## src/rtl/timer_tima.sv

```systemverilog
// DMG timer block for FF05 TIMA, FF06 TMA and FF07 TAC: counts falling edges of the
// TAC-selected divider tap, reloads TIMA from TMA one cycle after overflow and pulses int_timer.
module timer_tima #(
  parameter logic [2:0] TAC_RST = 3'b000,
  parameter logic [7:0] TMA_RST = 8'h00
) (
  input  logic       boga1mhz,
  input  logic       nreset2,
  input  logic       ff04_ff07,
  input  logic [1:0] a,
  input  logic       cpu_wr,
  input  logic       cpu_rd,
  input  logic [7:0] d_in,
  output logic [7:0] d_out,
  output logic       d_oe,
  input  logic       _4096hz,
  input  logic       _262144hz,
  input  logic       _65536hz,
  input  logic       _16384hz,
  output logic       int_timer,
  output logic [7:0] tima_q
);

  localparam logic [1:0] ST_COUNT  = 2'b00;
  localparam logic [1:0] ST_OVF    = 2'b01;
  localparam logic [1:0] ST_RELOAD = 2'b10;

  logic [7:0] tima;
  logic [7:0] tma;
  logic [2:0] tac;
  logic       tap_prev;
  logic [1:0] state;
  logic       tap;
  logic       sel;
  logic       tick;
  logic       wr_tima;
  logic       wr_tma;
  logic       wr_tac;

  // Tap mux, falling-edge detect and write decode
  always_comb begin
    tap = 1'b0;
    case (tac[1:0])
      2'b00:   tap = _4096hz;
      2'b01:   tap = _262144hz;
      2'b10:   tap = _65536hz;
      2'b11:   tap = _16384hz;
      default: tap = 1'b0;
    endcase
    sel     = tac[2] & tap;
    tick    = tap_prev & ~sel;
    wr_tima = ff04_ff07 & cpu_wr & (a == 2'b01);
    wr_tma  = ff04_ff07 & cpu_wr & (a == 2'b10);
    wr_tac  = ff04_ff07 & cpu_wr & (a == 2'b11);
  end

  // Register state, counter, reload sequencing and CPU writes
  always_ff @(posedge boga1mhz) begin
    if (!nreset2) begin
      tima      <= 8'h00;
      tma       <= TMA_RST;
      tac       <= TAC_RST;
      tap_prev  <= 1'b0;
      state     <= ST_COUNT;
      int_timer <= 1'b0;
    end else begin
      tap_prev  <= sel;
      int_timer <= 1'b0;
      if (wr_tma) begin
        tma <= d_in;
      end
      if (wr_tac) begin
        tac <= d_in[2:0];
      end
      case (state)
        ST_OVF: begin
          // A TIMA write here cancels both the reload and the interrupt
          if (wr_tima) begin
            tima  <= d_in;
            state <= ST_COUNT;
          end else begin
            tima      <= tma;
            int_timer <= 1'b1;
            state     <= ST_RELOAD;
          end
        end
        ST_RELOAD: begin
          // TMA wins over a TIMA write; a TMA write is mirrored into TIMA
          state <= ST_COUNT;
          if (wr_tma) begin
            tima <= d_in;
          end
        end
        ST_COUNT: begin
          if (wr_tima) begin
            tima <= d_in;
          end else if (tick) begin
            if (tima == 8'hFF) begin
              tima  <= 8'h00;
              state <= ST_OVF;
            end else begin
              tima <= tima + 8'h01;
            end
          end
        end
        default: begin
          state <= ST_COUNT;
        end
      endcase
    end
  end

  // CPU read mux; FF04 belongs to the divider so it is not driven here
  always_comb begin
    d_oe  = ff04_ff07 & cpu_rd & (a != 2'b00);
    d_out = 8'h00;
    case (a)
      2'b01:   d_out = tima;
      2'b10:   d_out = tma;
      2'b11:   d_out = {5'b11111, tac};
      default: d_out = 8'h00;
    endcase
  end

  assign tima_q = tima;

endmodule

```

## config.mk

```make
export PLATFORM = sky130hd
export DESIGN_NAME = timer_tima
export DESIGN_NICKNAME = d
export VERILOG_FILES = /design/src/rtl/timer_tima.sv
export SDC_FILE = /design/constraint.sdc
export NUM_CORES = 1
export LEC_CHECK = 0
export ABC_AREA = 0
export CORE_MARGIN = 5
export CORE_UTILIZATION = 44
export DETAILED_ROUTE_END_ITERATION = 7
export HOLD_SLACK_MARGIN = 0.12
export PLACE_DENSITY_LB_ADDON = 0.2
export SLEW_MARGIN = 20
export SYNTH_ARGS = -nofsm -noshare
export SYNTH_HDL_FRONTEND = slang
export SYNTH_SLANG_ARGS = --single-unit
```

## constraint.sdc

```tcl
create_clock -name boga1mhz -period 1.6 [get_ports boga1mhz]
set_input_delay 0.16 -clock boga1mhz [delete_from_list [all_inputs] [get_ports boga1mhz]]
set_output_delay 0.16 -clock boga1mhz [all_outputs]
set_load 0.05 [all_outputs]
```

==> Word level (Yosys, flattened, before mapping) <==
Cells that the tools add are included.
{ "totals": {"regBits": 23} }
{ "op_classes": {"eq_ne": 14, "n_reduce_logical": 7, "bitwise": 9, "muxes": 14, "addsub": 1} }
{ "op_table": {"columns": ["cell", "n"], "rows": [
  ["$pmux 8 s3", 2],
  ["$mux 8", 5],
  ["$eq 2x2->1 const B", 5],
  ["$add 8x1->8 const B", 1],
  ["$and 1x1->1", 8],
  ["$eq 8x8->1 const B", 1],
  ["$mux 2", 4],
  ["$ne 2x2->1 const B", 4],
  ["$eq 2x1->1 const B", 3],
  ["$reduce_and 3->1", 2],
  ["$logic_not 2->1", 2],
  ["$pmux 1 s4", 1],
  ["$pmux 2 s2", 1],
  ["$ne 3x3->1 const B", 1],
  ["$reduce_bool 3->1", 1],
  ["$reduce_and 2->1", 1],
  ["$reduce_bool 2->1", 1],
  ["$mux 1", 1],
  ["$not 1->1", 1]
]} }

==> Logic depth before layout (Yosys ltp) <==
Gate-level depths: netlist of run 1.
{ "logic_depth": {"word_depth": 8, "depth_mapped": 8, "ltp_nobuf": 6} }

==> Least setup slack after synthesis of run 1 <==
No wires, ideal clock.
{ "synth_path": {"kind": "reg-to-reg", "start": "register tima[0], in the netlist tima_q[0]", "end": "register tima[1], in the netlist tima_q[1]", "setup_time_ns": 0.126, "setup_slack_ns": -0.290, "n_path_buf": 0, "path_stages_with_launch": 7, "t_arrival_ns": 1.764, "path_cell_list": "dfxtp_1 > ha_1 > nand2_1 > nor3_2 > o21ai_0 > a222oi_1 > a21oi_1"} }
{ "synth_via": {"elab_chain_cells": 5} }
{ "synth_rtl": {"columns": ["item", "line", "text"], "rows": [
  ["from (decl)", "28", "logic [7:0] tima;"],
  ["from (signal assigned)", "79", "tima <= d_in;"],
  ["from (signal assigned)", "82", "tima <= tma;"],
  ["from (signal assigned)", "91", "tima <= d_in;"],
  ["$add 8x1->8 or $eq 8x8->1 (tied branches)", "102, 98", null],
  ["$mux 8 (*)", "98", "if (tima == 8'hFF) begin"],
  ["$mux 8 (*)", "97", "end else if (tick) begin"],
  ["$mux 8 (*)", "95", "if (wr_tima) begin"],
  ["$pmux 8 s3 (*)", "75", "case (state)"]
]} }
Mark *: on every way between the ends. The rest lies on a longest branch, timed or not. The select of a mux whose other input is x is not followed.
A chain may end at the register's enable or synchronous reset.

==> Final worst setup path of run 1 <==
{ "layout_path": {"start": "register tima[1], in the netlist tima_q[1]", "end": "output d_out[1]"} }
{ "layout_via": {"elab_chain_cells": 1} }
{ "layout_rtl": {"columns": ["item", "line", "text"], "rows": [
  ["$pmux 8 s3", "117", "case (a)"],
  ["to (decl)", "14", "output logic [7:0] d_out,"]
]} }
Every way passes these cells.

==> summary.md, run 1 <==
• status: finished with violations
• failing checks: setup timing
• Total Routed Length: 4.457 mm
• internal power: 815.4 uW
• layout net count: 258
• combinational group share of total power: 25.0%
• Clock Sinks: 23
• count of final setup violators: 2
• Top Family by Delay on Critical Path: flip-flops
• diodes inserted: 0
• Starting Density: 46.98%
• area delta synth->final: 52.70%
• warning count from the yosys run: 0
• number of flops mapped to enable cells by yosys: 0
• setup slack after layout: -32.37 ps
• post-layout utilization of the core: 71.73%
• slowest CP cell: sky130_fd_sc_hd__dfxtp_4
• maximum fanout count along the critical path: 5
• routed wire length per instance: 15.86 um
• number of pins with negative max-slew slack in the final report: 0
• final count of hold timing violations: 0
• transition time of the tightest slew-check pin: 340.0 ps
• prevailing post-synth register cell: sky130_fd_sc_hd__dfxtp_1
• die area: 0.004564 mm^2
• clock skew: 2.470 ps
• std cell rows: 20
• final worst-path cycle share: 102.0%
• vias after detailed routing: 1568
• Cell Chain, Critical Path: buf_6, mux2_2, a22o_1, buf_12
• netlist area before placement: 0.001458 mm^2
• Achievable Freq: 0.6126 GHz
• register-to-register path setup slack: 50 ps
• sum of buffers and inverters on the critical path: 2
• RSZ-0062 raised after global routing: true
• fraction of post-synthesis cell area in the top cell type by area: 31.59%
• total nets after synthesis: 199
• vias in the first global route: 1482
• data arrival time of the critical path: 1470 ps
• buffers added on ports: 36
• horizontal die dimension: 67.56 um
• largest stage delay on the critical path: 400 ps
• power share of the sequential group: 50.4%
• cell with the most instances after synthesis: sky130_fd_sc_hd__nand2_1
• H-Tree Level Count: 1
• cell taking the most area after synthesis: sky130_fd_sc_hd__dfxtp_1
• hold bufs inserted after CTS: 0
• number of antenna violations at the first check in global routing: 0
• M1 wire length: 1.920 mm
• Leak Pwr: 0.9106 nW
• share of power burned in the clock network: 24.7%
• switching power share of the total: 29.83%
• metal2 WL: 2.232 mm
• CTS tree: built
• iteration count of the initial detailed-routing pass: 5
• share of cells above drive strength 1: 34.60%
• Slew headroom: 77.04%
• root buf cell: sky130_fd_sc_hd__clkbuf_4
• clock period minus final worst setup slack: 1632 ps
• total instance count after detailed placement: 272
• number of design-rule violations left by the first detailed-router iteration: 169
• Fin Hold WS: 407.9 ps
• Residual DRC: 0
• weighted congestion reported at the end of routability-driven placement: 0.8713
• topmost layer with routed signal wires: met4
• post-route total power: 1.162 mW
• worst-case vdd ir drop: 0.3535 mV
• overflow left after global routing: 0
• overall routing resource usage: 20.14%
• Clk Latency, worst-skew pair: 320 ps
• Bufs on Longest Clock Path: 2
• post-synthesis average cell area: 8.143 um^2
• vias per cell: 5.580
• core region area: 0.003103 mm^2
• clock transition at the registers of the reported paths: 140 ps
• sequential cell area fraction in the yosys report: 31.59%
• DP Worst Slack: -308.8 ps
• total power per unit cell area: 522.0 mW/mm^2
• met3 layer wire length in the routed design: 276 um
• FF+latch count, synth: 23
• ranking of synthesized cells by instance count: sky130_fd_sc_hd__nand2_1 (36), sky130_fd_sc_hd__dfxtp_1 (23), sky130_fd_sc_hd__nor2_1 (16)
• fin cells: 281
• remaining number of nets flagged by the antenna check after routing: 0
• maximum capacitance violations: 0
• endpoint kind of the worst setup timing path: output pin
• main area contributors after synthesis: sky130_fd_sc_hd__dfxtp_1 (32%), sky130_fd_sc_hd__nand2_1 (9.3%), sky130_fd_sc_hd__a21boi_0 (4.6%), sky130_fd_sc_hd__nor2_1 (4.1%), sky130_fd_sc_hd__a21oi_1 (3.4%)
• die boundary height: 67.56 um
• pin count of the biggest net entering global routing: 29
• critical path class: reg -> out
• Synth Instances: 179
• first-pass GRT wire length: 6.996 mm
• post-synthesis cell type count: 48
• async set or reset register ratio after synthesis: 0%
• Ports: 37
• sum of net half-perimeters after detailed placement: 3.420 mm
• total net switching power: 346.6 uW
• Setup crit start kind: flip-flop
• TritonCTS Buffers: 3
• Required @ worst endpoint: 1440 ps
• type of the most critical hold path: in -> reg
==> layer usage <==
layer / vias to the layer above / track usage, %
met2: 66 / 34.02
met1: 727 / 26.88
met4: 0 / 3.797
li1: 771 / -
met3: 4 / 3.494
met5: - / 0
==> registers in the layout (all words and copies together) (netlist names) <==
name	cells
tima_q	8
tma	8
tac	3
state	2
int_timer	1
tap_prev	1
==> logic make-up after synthesis <==
logic type	after synthesis	share of synthesized area, %
AOI/OAI and AO/OA	54	28.16
xor gates and xnor gates	1	0.6010
adders and majority gates	1	0.8582
buffers and inverters	12	4.636
DFF	23	31.59
muxes	8	5.751
and+or+nand+nor	80	28.41
==> per-stage QoR <==
| stage | setup TNS, ps | area (um^2) |
|---|---|---|
| after floorplan | 0 | 1480 |
| after global routing | -284.5 | 2226 |
| after detailed placement | -3953 | 2088 |
| after CTS | 0 | 2138 |
| final | -41.11 | 2226 |
| after global placement | -2873 | 2088 |
==> power groups by stage <==
stage                     logic [mW]  clock network [mW]  registers, mW
final                          0.290               0.287          0.585
after global routing           0.309               0.316          0.587
after CTS                      0.277               0.284          0.586
after detailed placement       0.275                   0          0.598
after global placement         0.270                   0          0.598
after floorplan                0.121                   0          0.604
==> worst register-to-register path, stage by stage, from the launching register on <==
cell                       delay, ps
sky130_fd_sc_hd__dfxtp_4         420
sky130_fd_sc_hd__ha_4            170
sky130_fd_sc_hd__nand2_2          80
sky130_fd_sc_hd__nor3_4          210
sky130_fd_sc_hd__o21ai_1         100
sky130_fd_sc_hd__a222oi_1        330
sky130_fd_sc_hd__a21oi_1         130
==> path summary, 6_finish.rpt <==
path,from,end,depth (start not counted)
setup / recovery,tima_q[1]$_SDFFE_PN0P_,d_out[1],4
hold / removal,d_in[4],tma[4]$_SDFFE_PN0P_,3
setup reg to reg,tima_q[0]$_SDFFE_PN0P_,tima_q[1]$_SDFFE_PN0P_,6
hold reg to reg,tma[4]$_SDFFE_PN0P_,tma[4]$_SDFFE_PN0P_,2
==> cell usage in the layout, fill, tap and decap left out, types with 3 or more instances in the layout <==
master / count
sky130_fd_sc_hd__a21boi_0: 9
sky130_fd_sc_hd__nor2b_1: 4
sky130_fd_sc_hd__nand3_1: 5
sky130_fd_sc_hd__buf_4: 32
sky130_fd_sc_hd__buf_6: 4
sky130_fd_sc_hd__dfxtp_1: 13
sky130_fd_sc_hd__a22o_1: 3
sky130_fd_sc_hd__o21ai_0: 6
sky130_fd_sc_hd__mux2i_1: 3
sky130_fd_sc_hd__nand2_1: 35
sky130_fd_sc_hd__dfxtp_4: 6
sky130_fd_sc_hd__nor2_1: 15
sky130_fd_sc_hd__dfxtp_2: 4
sky130_fd_sc_hd__clkbuf_4: 3
sky130_fd_sc_hd__buf_12: 10
sky130_fd_sc_hd__a21oi_1: 10
sky130_fd_sc_hd__clkdlybuf4s50_1: 15
sky130_fd_sc_hd__mux2_2: 3
sky130_fd_sc_hd__a31o_1: 3
==> area by class of cell <==
cell class                 instances  area, um^2
clock inverter                     1       5.005
tap                               44       55.05
sequential                        23       488.0
multi-input combinational        144       982.2
fill                             264       877.1
clock buffer                       3       22.52
timing repair buffer              64       665.6
inverter                           2       7.507
==> timing repair <==
action,in CTS,in global routing
resized for setup,5,19
gates cloned,0,0
hold endpoints to repair,0,0
pin swaps,1,11
endpoints found under the setup margin,8,8
buffers inserted,2,3
Note: power is estimated with default switching activity, not from simulation.
==> run 2: changes to the inputs <==
--- a/config.mk
+++ b/config.mk
@@ -9,6 +9,7 @@
 export CORE_MARGIN = 5
 export CORE_UTILIZATION = 44
 export DETAILED_ROUTE_END_ITERATION = 7
+export GPL_TIMING_DRIVEN = 0
 export HOLD_SLACK_MARGIN = 0.12
 export PLACE_DENSITY_LB_ADDON = 0.2
 export SLEW_MARGIN = 20
==> run 2 against run 1 <==
Effect of this change:
- the flow still finishes with violations (setup timing)
- non-clock buffer count shrank 11
- combinational power down 20%
- critical path depth is 2 higher
- via count fell by 0.26%
- power decreased by 5.2%
- sequential cell count unchanged
- clock power hardly changed
- utilization shrank 6.9 points
- cell count is 3.9% lower
- design area down 9.7%
- largest cell class unchanged
==> summary.md, run 2 (synthesis gave the netlist of run 1 again) <==
• std cell rows: 20, unchanged
• failing checks: setup timing
• DP Worst Slack: -671.7 ps, -362.9 ps
• Residual DRC: 0, unchanged
• vias after detailed routing: 1564, -0.26%
• data arrival time of the critical path: 1860 ps, +390 ps
• most common library cell in the layout ignoring fill and taps: sky130_fd_sc_hd__nand2_1
• vias in the first global route: 1502, +1.3%
• share of cells above drive strength 1: 25.22%, -9.4 points
• die area: 0.004564 mm^2, unchanged
• vias per cell: 5.793, +3.8%
• overflow left after global routing: 0, unchanged
• clock skew: 0.7833 ps, -1.687 ps
• Total Routed Length: 4.325 mm, -3.0%
• transition time of the tightest slew-check pin: 488.5 ps, +148.4 ps
• TritonCTS Buffers: 3, unchanged
• post-route total power: 1.102 mW, -5.2%
• core region area: 0.003103 mm^2, unchanged
• RSZ-0062 raised after global routing: true
• H-Tree Level Count: 1, unchanged
• Filler Cells Inserted: 300, +14%
• total non-filler cell area in the finished layout: 0.002011 mm^2, -9.7%
• routed wire length per instance: 16.02 um, +0.99%
• weighted congestion reported at the end of routability-driven placement: 0.9161, +5.1%
• Required @ worst endpoint: 1860 ps, +420 ps
• endpoint kind of the worst setup timing path: flip-flop
• Setup crit start kind: flip-flop
• clock transition at the registers of the reported paths: 130 ps, about the same
• iteration count of the initial detailed-routing pass: 5, unchanged
• maximum fanout count along the critical path: 6, +1
• setup slack after layout: -1.309 ps, +31.06 ps
• buffers added on ports: 34, -5.6%
• number of design-rule violations left by the first detailed-router iteration: 125, -26%
• sum of net half-perimeters after detailed placement: 3.230 mm, -5.5%
• leading cell types in the layout, fill and taps excluded: sky130_fd_sc_hd__nand2_1 (33), sky130_fd_sc_hd__nor2_1 (16), sky130_fd_sc_hd__clkdlybuf4s50_1 (13), sky130_fd_sc_hd__dfxtp_1 (13), sky130_fd_sc_hd__dlygate4sd2_1 (12)
• post-layout utilization of the core: 64.80%, -6.9 points
• Ports: 37, unchanged
• Leak Pwr: 0.8285 nW, -9.0%
• diodes inserted: 0, unchanged
• Achievable Freq: 0.6245 GHz, +1.9%
• Clk Latency, worst-skew pair: 320 ps, about the same
• placement-stage cell area: 0.001876 mm^2, -10%
• number of pins with negative max-slew slack in the final report: 0, unchanged
• Slew headroom: 67.56%, -9.5 points
• setup TNS after final layout: -1.309 ps, +39.80 ps
• final worst-path cycle share: 100.1%, -1.9 points
• critical path class: reg -> reg
• die boundary height: 67.56 um, unchanged
• clock period minus final worst setup slack: 1601 ps, -31.06 ps
• area delta synth->final: 37.94%
• worst-case vdd ir drop: 0.3576 mV, +1.2%
• pin count of the biggest net entering global routing: 14, -52%
• Clock Sinks: 23, unchanged
• type of the most critical hold path: in -> reg
• horizontal die dimension: 67.56 um, unchanged
• remaining number of nets flagged by the antenna check after routing: 0, unchanged
• first-pass GRT wire length: 7.024 mm, +0.40%
• Bufs on Longest Clock Path: 2, unchanged
• CTS tree: built
• layout net count: 247, -4.3%
• total power per unit cell area: 548.1 mW/mm^2, +5.0%
• count of final setup violators: 1, -1
• status: finished with violations
• Starting Density: 46.98%, unchanged
• number of antenna violations at the first check in global routing: 0, unchanged
• maximum capacitance violations: 0, unchanged
• final count of hold timing violations: 0, unchanged
• overall routing resource usage: 20.21%, +0.076 points
• root buf cell: sky130_fd_sc_hd__clkbuf_4
run 2: metrics by stage:
step / hold slack, ps / std cells
floorplan: 304.9 / 179
global placement: 465.4 / 257
detailed placement: 483.9 / 257
CTS: 234.4 / 264
global route: 276.1 / 270
finish: 259.0 / 270
run 2: worst paths after layout:
kind,slack (ps),from,depth (start not counted),end
setup / recovery,-1,tac[1]$_SDFFE_PN0P_,6,tima_q[2]$_SDFFE_PN0P_
hold / removal,260,nreset2,3,tima_q[5]$_SDFFE_PN0P_
hold reg to reg,500,tma[4]$_SDFFE_PN0P_,2,tma[4]$_SDFFE_PN0P_
setup reg to reg,-1,tac[1]$_SDFFE_PN0P_,6,tima_q[2]$_SDFFE_PN0P_
run 2: final cells by class:
type	instances	area, um^2	share of cell area, %
Multi-Input combinational cell	144	1015	50.47
Sequential cell	23	488.0	24.27
Timing Repair Buffer	43	355.3	17.67
Buffer	10	62.56	3.111
Tap cell	44	55.05	2.738
Clock buffer	3	22.52	1.120
Inverter	2	7.507	0.3734
Clock inverter	1	5.005	0.2489
run 2: per-layer routing:
| metal | routed length (um) | up-vias | track usage (%) | part of all wire (%) |
|---|---|---|---|---|
| li1 | - | 753 | - | - |
| met1 | 1811 | 715 | 25.99 | 42 |
| met2 | 2143 | 87 | 33.78 | 50 |
| met3 | 310 | 9 | 3.328 | 7.2 |
| met4 | 60 | 0 | 7.342 | 1.4 |
| met5 | 0 | - | 0 | 0 |
run 2: timing repair:
item / in CTS / in global routing
resized for setup: 67 / 11
setup buffers: 3 / 5
cloned: 0 / 1
hold buffers: 0 / 0
setup endpoints to repair: 26 / 8
pin swaps: 3 / 6
run 2: report_power, final:
group	internal, mW	switching [mW]
sequential	0.573	0.0118
combinational	0.0958	0.136
clock	0.0939	0.191
run 2: worst max-delay path: stages (launching register included):
cell                       delay (ps)
sky130_fd_sc_hd__dfxtp_4          420
sky130_fd_sc_hd__mux2i_4          270
sky130_fd_sc_hd__o221ai_4         160
sky130_fd_sc_hd__a21oi_4          250
sky130_fd_sc_hd__buf_2            210
sky130_fd_sc_hd__o221ai_2         100
sky130_fd_sc_hd__a21boi_1         130
